$ cat config.mk
export PLATFORM = sky130hd
export DESIGN_NAME = line_raster_engine
export DESIGN_NICKNAME = d
export VERILOG_FILES = /design/src/rtl/line_raster_engine.sv
export SDC_FILE = /design/constraint.sdc
export NUM_CORES = 1
export LEC_CHECK = 0
export CORE_ASPECT_RATIO = 2
export CORE_MARGIN = 2
export CORE_UTILIZATION = 40
export DETAILED_ROUTE_END_ITERATION = 10
export SLEW_MARGIN = 20
export SYNTH_ARGS = -nofsm -noshare
export SYNTH_HDL_FRONTEND = slang
export SYNTH_SLANG_ARGS = --single-unit
$ cat constraint.sdc
create_clock -name clk -period 12.8 [get_ports clk]
set_clock_uncertainty 0.05 [all_clocks]
set_input_delay 2.56 -clock clk [delete_from_list [all_inputs] [get_ports clk]]
set_output_delay 2.56 -clock clk [all_outputs]
set_load 0.01 [all_outputs]
$ cat src/rtl/line_raster_engine.sv
// rtl/line_raster_engine.sv - full-octant Bresenham line rasteriser with valid/ready pixel stream
//
// Captures two signed endpoints on a start strobe and streams every pixel of
// the line, one per accepted beat, in ascending major-axis order.
//
// Build macro: LINE_CLIP_EN - pixels outside [0,XMAX]x[0,YMAX] are suppressed
// while the stepper keeps advancing; XMAX/YMAX exist only in that build.
//
// Ports:
//   clk, rst              clock; asynchronous active-low reset
//   start, x0, y0, x1, y1 command strobe and signed endpoints, taken in IDLE
//   busy                  high from the cycle after start is taken through DONE
//   done                  one-cycle pulse after the final pixel beat
//   pix_valid, pix_ready  pixel stream handshake
//   pix_x, pix_y          signed pixel coordinate
//   pix_last              marks the final pixel of the line
module line_raster_engine #(
  parameter int WIDTH = 13
`ifdef LINE_CLIP_EN
  ,
  parameter int XMAX = 639,
  parameter int YMAX = 479
`endif
) (
  input  logic             clk,
  input  logic             rst,
  input  logic             start,
  input  logic [WIDTH-1:0] x0,
  input  logic [WIDTH-1:0] y0,
  input  logic [WIDTH-1:0] x1,
  input  logic [WIDTH-1:0] y1,
  output logic             busy,
  output logic             done,
  output logic             pix_valid,
  input  logic             pix_ready,
  output logic [WIDTH-1:0] pix_x,
  output logic [WIDTH-1:0] pix_y,
  output logic             pix_last
);

  typedef enum logic [1:0] {S_IDLE, S_SETUP, S_STEP, S_DONE} state_t;
  state_t state, state_nxt;

`ifdef LINE_CLIP_EN
  localparam logic signed [WIDTH-1:0] XMAX_C = WIDTH'(XMAX);
  localparam logic signed [WIDTH-1:0] YMAX_C = WIDTH'(YMAX);
`endif

  // captured endpoints
  logic signed [WIDTH-1:0] rx0, ry0, rx1, ry1;
  // stepper state, in the (possibly swapped) major/minor frame
  logic signed [WIDTH-1:0] cur_x, cur_y, end_x;
  logic signed [WIDTH:0]   dx_r, dy_r;
  logic signed [WIDTH+1:0] err_r;
  logic                    steep_r, yneg_r;

  // setup datapath
  logic signed [WIDTH:0]   ddx, ddy, adx, ady, s_dx, s_dy_raw, s_dy;
  logic signed [WIDTH-1:0] pa_x, pa_y, pb_x, pb_y, sa_x, sa_y, sb_x, sb_y;
  logic                    steep;

  // step datapath
  logic signed [WIDTH+1:0] err_dec;
  logic signed [WIDTH-1:0] px, py;
  logic                    at_end, in_step, visible, advance;

  // Deltas are taken one bit wider than the coordinates so full-range
  // endpoints cannot overflow.
  always_comb begin
    ddx   = {rx1[WIDTH-1], rx1} - {rx0[WIDTH-1], rx0};
    ddy   = {ry1[WIDTH-1], ry1} - {ry0[WIDTH-1], ry0};
    adx   = ddx[WIDTH] ? -ddx : ddx;
    ady   = ddy[WIDTH] ? -ddy : ddy;
    steep = ady > adx;
    pa_x  = steep ? ry0 : rx0;
    pa_y  = steep ? rx0 : ry0;
    pb_x  = steep ? ry1 : rx1;
    pb_y  = steep ? rx1 : ry1;
    if (pa_x > pb_x) begin
      sa_x = pb_x;
      sa_y = pb_y;
      sb_x = pa_x;
      sb_y = pa_y;
    end else begin
      sa_x = pa_x;
      sa_y = pa_y;
      sb_x = pb_x;
      sb_y = pb_y;
    end
    s_dx     = {sb_x[WIDTH-1], sb_x} - {sa_x[WIDTH-1], sa_x};
    s_dy_raw = {sb_y[WIDTH-1], sb_y} - {sa_y[WIDTH-1], sa_y};
    s_dy     = s_dy_raw[WIDTH] ? -s_dy_raw : s_dy_raw;
  end

  always_comb begin
    err_dec = err_r - {dy_r[WIDTH], dy_r};
    at_end  = (cur_x == end_x);
    in_step = (state == S_STEP);
    px      = steep_r ? cur_y : cur_x;
    py      = steep_r ? cur_x : cur_y;
`ifdef LINE_CLIP_EN
    visible = !px[WIDTH-1] && (px <= XMAX_C) && !py[WIDTH-1] && (py <= YMAX_C);
`else
    visible = 1'b1;
`endif
    // An invisible pixel never waits for the consumer.
    advance   = in_step && (pix_ready || !visible);
    pix_valid = in_step && visible;
    pix_last  = in_step && visible && at_end;
    pix_x     = px;
    pix_y     = py;
    busy      = (state != S_IDLE);
    done      = (state == S_DONE);
  end

  always_comb begin
    state_nxt = state;
    case (state)
      S_IDLE:  if (start) state_nxt = S_SETUP;
      S_SETUP: state_nxt = S_STEP;
      S_STEP:  if (advance && at_end) state_nxt = S_DONE;
      S_DONE:  state_nxt = S_IDLE;
      default: state_nxt = S_IDLE;
    endcase
  end

  always_ff @(posedge clk or negedge rst) begin
    if (!rst) begin
      state   <= S_IDLE;
      rx0     <= '0;
      ry0     <= '0;
      rx1     <= '0;
      ry1     <= '0;
      cur_x   <= '0;
      cur_y   <= '0;
      end_x   <= '0;
      dx_r    <= '0;
      dy_r    <= '0;
      err_r   <= '0;
      steep_r <= 1'b0;
      yneg_r  <= 1'b0;
    end else begin
      state <= state_nxt;
      case (state)
        S_IDLE: if (start) begin
          rx0 <= x0;
          ry0 <= y0;
          rx1 <= x1;
          ry1 <= y1;
        end
        S_SETUP: begin
          steep_r <= steep;
          cur_x   <= sa_x;
          cur_y   <= sa_y;
          end_x   <= sb_x;
          dx_r    <= s_dx;
          dy_r    <= s_dy;
          err_r   <= {2'b00, s_dx[WIDTH:1]};  // dx is non-negative, so >>>1 == >>1
          yneg_r  <= !(sa_y < sb_y);
        end
        S_STEP: if (advance && !at_end) begin
          cur_x <= cur_x + WIDTH'(1);
          // dy <= dx, so a single +dx always restores a non-negative error.
          if (err_dec[WIDTH+1]) begin
            cur_y <= yneg_r ? cur_y - WIDTH'(1) : cur_y + WIDTH'(1);
            err_r <= err_dec + {dx_r[WIDTH], dx_r};
          end else begin
            err_r <= err_dec;
          end
        end
        default: ;
      endcase
    end
  end

endmodule
==> results of run 1 <==
-- cell type report --
| class | count | area, um^2 | share of cell area (%) |
|---|---|---|---|
| well taps | 436 | 546 | 3.50 |
| flip-flops and latches | 138 | 3450 | 22.2 |
| repair buffers | 111 | 1050 | 6.72 |
| clock buffers | 19 | 443 | 2.84 |
| clock inverters | 13 | 141 | 0.908 |
| multi-input cells | 1333 | 9530 | 61.2 |
| inverters | 111 | 417 | 2.68 |
-- logic make-up after synthesis --
group / after synthesis
multiplexers: 173
XOR/XNOR: 95
buffers and inverters: 190
AND/OR/NAND/NOR: 516
adder cells (fa/ha/maj): 121
AO/OA/AOI/OAI: 425
flip-flops: 138
-- worst max path at each step --
stage / endpoint / slack, ps / depth (start not counted)
after CTS: dy_r[12]$_DFFE_PN0N_ / 480 / 43
final: dy_r[12]$_DFFE_PN0N_ / 830 / 45
after detailed placement: dy_r[12]$_DFFE_PN0N_ / 560 / 43
after floorplan: dy_r[12]$_DFFE_PN0N_ / 1060 / 55
after global placement: dy_r[12]$_DFFE_PN0N_ / 690 / 42
after global routing: dy_r[12]$_DFFE_PN0N_ / 8 / 44
-- metrics by stage --
step	hold slack, ps	instance area (um^2)	instances	util [%]
floorplan	404	13600	1658	-
global placement	424	14900	2126	44.4
detailed placement	431	14900	2126	44.4
CTS	445	15500	2158	46.2
global route	473	15600	2161	46.5
finish	444	15600	2161	46.5
-- synth_stat cells (22+ instances only) --
master	count
nor2_1	155
nand2_1	149
dfrtp_1	138
a21oi_1	129
o21ai_0	116
mux2_2	113
inv_1	111
ha_1	110
xnor2_1	71
mux2i_1	57
clkbuf_1	54
nor3_1	44
nor2b_1	27
xor2_1	24
and3_1	23
nand2b_1	23
or3_1	22
-- worst max-delay path, delay by kind of cell (launching register included) --
family                   cells  cell delay (ps)
AO/OA/AOI/OAI               24             5580
AND/OR/NAND/NOR             11             3090
adder cells (fa/ha/maj)      6             1930
flip-flops                   1              510
multiplexers                 1              290
buffers and inverters        2              210
XOR/XNOR                     1              200
-- sequential cells by signal (all words and copies together), names as in the netlist --
signal and cells:
cur_x 13, cur_y 13, dx_r 14, dy_r 14, end_x 13, err_r 15
rx0 13, rx1 13, ry0 13, ry1 13, state 2, steep_r 1
yneg_r 1
-- routing by layer --
metal	vias to the layer above	wire [um]
met3	130	1210
li1	6022	-
met5	-	0
met4	0	3470
met1	6037	16400
met2	325	26400
==> results.md, run 1 <==
- Status: finished, final reports clean
- Place WS: 559 ps
- Clk sinks: approximately 140
- Final setup violating endpoints: 0
- Initial antenna violation count: 0
- DRC viols: 0
- Compound-Gate Fraction of Synth Area: 19.6%
- Fraction of layout cells with a size suffix above 1: around an eighth
- Nets: 1884
- Worst Setup SP: rx1[0]$_DFFE_PN0P_
- Routing usage on met3: 2.54%
- Core footprint: 33500 um^2
- Final worst setup slack: approximately 830 ps
- Post-Syn Area: 13600 um^2
- Adder-Cell Fraction of Synth Area: 11.4%
- Final Hold Viols: 0
- Syn Nets: roughly 1800
- CTS tree: yes
- Overflow after GRT: 0
- Crit path kind: flip-flop to flip-flop
- Wirelength per Cell: 22.0 um
- Initial DRT Pass Iterations: 5
- Post-CTS sizing: 0
- Vias in the first global route: 12400
- GR Util met2: 51.5%
- DR vias/cell: about 5.8
- R2R Setup Slk: 830 ps
- Min cycle time layout: 11970 ps
- Root Driver: clkbuf_16
- Synth async-reset ratio: between 90% and 100%
- #FFs+latches synth: 138
- Die Y: 265 um
- Via count: ~13000
- Leading area contributor after synthesis: dfrtp_1
- Worst Hold Depth: 2
- Commonest non-fill, non-tap cells in the layout: 155 x nor2_1, 148 x nand2_1, 138 x dfrtp_1, 129 x a21oi_1
- Maximum level of the CTS H-tree: 4
- R2R depth: 45
- Worst Path Arrival: 12280 ps
- DIE WIDTH: 134 um
- Gr usage total: 26.6%
- Antenna cells: 0
- CP max stage cell: or4b_2
- Mux share of post-synthesis cell area: 13.9%
- Final WL: 47500 um
- Clock-pin slew on the worst setup and hold paths: 60 ps
- Std cell rows: 95
- # hold bufs at CTS: 0
- XOR/XNOR Fraction of Synth Area: between 6 and 7%
- Top cells by area, synth: dfrtp_1 25%, ha_1 10%, mux2_2 9.4%
- First-pass GRT wire length: 71100 um
- Unrepaired setup endpoints after global routing: false
- DP HPWL: 37800 um
- Fin crit share: 93.5%
- Slew margin rel.: 24.2%
- DRT iter0 DRCs: 738
- Post-synthesis sequential area ratio: 25.4%
- Top Ports: 86
- Yosys warning count: 0
- Yosys cell types: 78
- Final Wtd Congestion: 1.01
- Cells after synthesis: 1658
- Post-synth EDFFs: 0
- Worst R2R Start: rx1[0]$_DFFE_PN0P_
- Avg Inst Size Synth: 8.19 um^2
- CP Max Fanout: 15
- Largest family of logic cells by synthesized area: compound AO/OA/AOI/OAI gates
- Worst R2R End: dy_r[12]$_DFFE_PN0N_
- Max Cap Violations: 0
- DIE AREA: 35500 um^2
- Area delta synth->final: 14.7%
- Worst-Skew Late Latency: 460 ps
- Simple-Gate Fraction of Synth Area: 18.1%
- Setup TNS: 0 ps
- CTS Buffer Depth: 2
- Most common cell after layout, fill and taps aside: nor2_1
- Top Usage Layer GRT: met2
- Post-CTS setup buffer count: 0
- Max Fclk: roughly 0.084 GHz
- GRT met1 Usage: 26.0%
- # port buffers: 85
- Worst-Margin Slew: 1130 ps
- Pins Over Slew Limit: 0
- Primary FF master, synth: dfrtp_1
- Starting density of the core: 40.5%
- Worst hold path startpoint: err_r[7]$_DFFE_PN0P_
- Startpoint types: flip-flop
- Worst min-delay path class: flip-flop to flip-flop
- Worst Setup End Kind: flip-flop
- Crit path required time: between 10000 and 15000 ps
- Pin count of the biggest net entering global routing: approximately 90
- Post-synth top area share: 25.4%
- Hold Path End: err_r[7]$_DFFE_PN0P_
- Post-DRT Antenna Nets: 0
- Slowest stage delay, CP: 610 ps
- CP most frequent cell: o21ai_0
- Filler cell count: between 3000 and 4000
- Inserted Clock Buffers: 17
Power of run 1 is not shown: default switching activity piles up to over one toggle a cycle in this logic, so the estimate is an artifact.
==> inputs of run 2 (changes only) <==
--- a/config.mk
+++ b/config.mk
@@ -5,6 +5,7 @@
 export SDC_FILE = /design/constraint.sdc
 export NUM_CORES = 1
 export LEC_CHECK = 0
+export CAP_MARGIN = 20
 export CORE_ASPECT_RATIO = 2
 export CORE_MARGIN = 2
 export CORE_UTILIZATION = 40
==> results of run 2 <==
The final DEF is identical to that of run 1; final timing and power are the same.
Power of run 2 is left out for the same reason.
==> inputs of run 3 (changes only) <==
==> constraint.sdc (replaced) <==
create_clock -name clk -period 15.1 [get_ports clk]
set_clock_uncertainty 0.05 [all_clocks]
set_input_delay 3.02 -clock clk [delete_from_list [all_inputs] [get_ports clk]]
set_output_delay 3.02 -clock clk [all_outputs]
set_load 0.01 [all_outputs]
==> results.md, run 3 (synthesis gave the netlist of run 1 again) <==
- Status: finished, final reports clean
- Pin count of the biggest net entering global routing: 79 (-11%)
- DP Cell Count: 2118 (-0.38%)
- # hold bufs at CTS: 0 (unchanged)
- Worst Setup SP: ry0[1]$_DFFE_PN0P_
- Die Y: 265 um (unchanged)
- Starting density of the core: 40.5% (unchanged)
- Top Ports: 86 (unchanged)
- Post-CTS setup buffer count: 0 (unchanged)
- Slew margin rel.: 30.6% (+6.4 points)
- Final Wtd Congestion: 0.991 (-1.6%)
- Fraction of layout cells with a size suffix above 1: 11.0% (-1.1 points)
- Crit path kind: flip-flop to flip-flop
- Worst Setup End Kind: flip-flop
- CTS tree: yes
- Initial antenna violation count: 0 (unchanged)
- Place WS: 2210 ps (+1650 ps)
- # port buffers: 85 (unchanged)
- Via count: 12500 (-0.26%)
- Slowest stage delay, CP: 780 ps (+170 ps)
- DR vias/cell: 5.81 (+0.25%)
- DRC viols: 0 (unchanged)
- Post-CTS sizing: 0 (unchanged)
- DIE WIDTH: 134 um (unchanged)
- Regs by FF count: err_r x15, dx_r x14, dy_r x14
- Crit path required time: 15360 ps (+2240 ps)
- WP buf/inv: 2 (unchanged)
- Worst R2R Start: ry0[1]$_DFFE_PN0P_
- Worst hold path startpoint: err_r[7]$_DFFE_PN0P_
- Area delta synth->final: 13.6%
- Min cycle time layout: 13070 ps (+1100 ps)
- DIE AREA: 35500 um^2 (unchanged)
- Worst-Margin Slew: 1040 ps (-91.3 ps)
- Std cell rows: 95 (unchanged)
- DP HPWL: 36400 um (-3.7%)
- Crit path max-delay family: compound AO/OA/AOI/OAI gates
- Initial DRT Pass Iterations: 5 (unchanged)
- Gr usage total: 26.0% (-0.64 points)
- Max Fclk: 0.0765 GHz (-8.4%)
- Final worst setup slack: 2030 ps (+1200 ps)
- First-pass GRT wire length: 70400 um (-1.0%)
- Pins Over Slew Limit: 0 (unchanged)
- Worst Path Arrival: 13330 ps (+1050 ps)
- Post-DRT Antenna Nets: 0 (unchanged)
- Final WL: 45800 um (-3.7%)
- DRT iter0 DRCs: 721 (-2.3%)
- Clk sinks: 138 (unchanged)
- Core footprint: 33500 um^2 (unchanged)
- Startpoint types: flip-flop
- Final setup violating endpoints: 0 (unchanged)
- Fin crit share: 86.5% (-7.0 points)
- Overflow after GRT: 0 (unchanged)
- Setup TNS: 0 ps (unchanged)
- Antenna cells: 0 (unchanged)
- CP most frequent cell: o21ai_0
- CP max stage cell: o311a_4
- Nets: 1873 (-0.58%)
- Vias in the first global route: 12600 (+1.3%)
- Root Driver: clkbuf_16
- Commonest non-fill, non-tap cells in the layout: 155 x nor2_1, 148 x nand2_1, 138 x dfrtp_1, 129 x a21oi_1, 115 x o21ai_0
- Final Hold Viols: 0 (unchanged)
- Unrepaired setup endpoints after global routing: false
- Maximum level of the CTS H-tree: 4 (unchanged)
- Max Cap Violations: 0 (unchanged)
- Most common cell after layout, fill and taps aside: nor2_1
- CP Max Fanout: 68 (+53)
- Worst min-delay path class: flip-flop to flip-flop
- Wirelength per Cell: 21.3 um (-3.2%)
- Util after Layout: 46.0% (-0.47 points)
- Inserted Clock Buffers: 17 (unchanged)
- Reg with most FFs: err_r
- Worst-Skew Late Latency: 460 ps (about the same)
- CTS Buffer Depth: 2 (unchanged)
- Clock-pin slew on the worst setup and hold paths: 70 ps (about the same)
- Max FFs per register: 15 (unchanged)
- Post-route insts no fill: 2150 (-0.51%)
run 3: cell types whose count changed in the layout (fill, tap and decap cells not counted), sizes merged:
cell      before  now
o311a          2    1
bufinv         2    1
clkinv         4    2
a21oi        132  130
clkinvlp       3    5
clkbuf        19   18
inv          115  117
buf           27   19
run 3: final cells by class:
type | instances | area (um^2)
fill | 3349 | 18100
multi-input combinational | 1330 | 9440
sequential | 138 | 3450
timing repair buffer | 103 | 987
tap | 436 | 546
clock buffer | 18 | 439
inverter | 111 | 417
clock inverter | 14 | 136
run 3: per-layer routing:
metal	global-route usage [%]	vias to the layer above	wire, um
li1	-	5991	-
met1	25.3	5981	15900
met2	48.3	357	24500
met3	2.62	152	1170
met4	21.4	0	4170
met5	0	-	0
run 3: path summary, 6_finish.rpt:
kind | endpoint | slack (ps) | depth (start not counted)
setup reg to reg | dy_r[12]$_DFFE_PN0N_ | 2030 | 45
hold / removal | err_r[7]$_DFFE_PN0P_ | 440 | 2
max in group asynchronous | cur_y[2]$_DFFE_PN0P_ | 11170 | 2
hold reg to reg | err_r[7]$_DFFE_PN0P_ | 440 | 2
setup / recovery | dy_r[12]$_DFFE_PN0N_ | 2030 | 45
min in group asynchronous | ry0[1]$_DFFE_PN0P_ | 2500 | 1
run 3: tightest hold or removal path, stage by stage, from the launching register on:
cell     delay (ps)
dfrtp_1         350
nand2_1          50
o21ai_0          60
run 3: through the flow:
step	hold slack, ps	cell area, um^2
after floorplan	404	13600
after global placement	421	14800
after detailed placement	433	14800
after CTS	446	15400
after global routing	471	15400
final	443	15400
Power of run 3 is left out for the same reason.
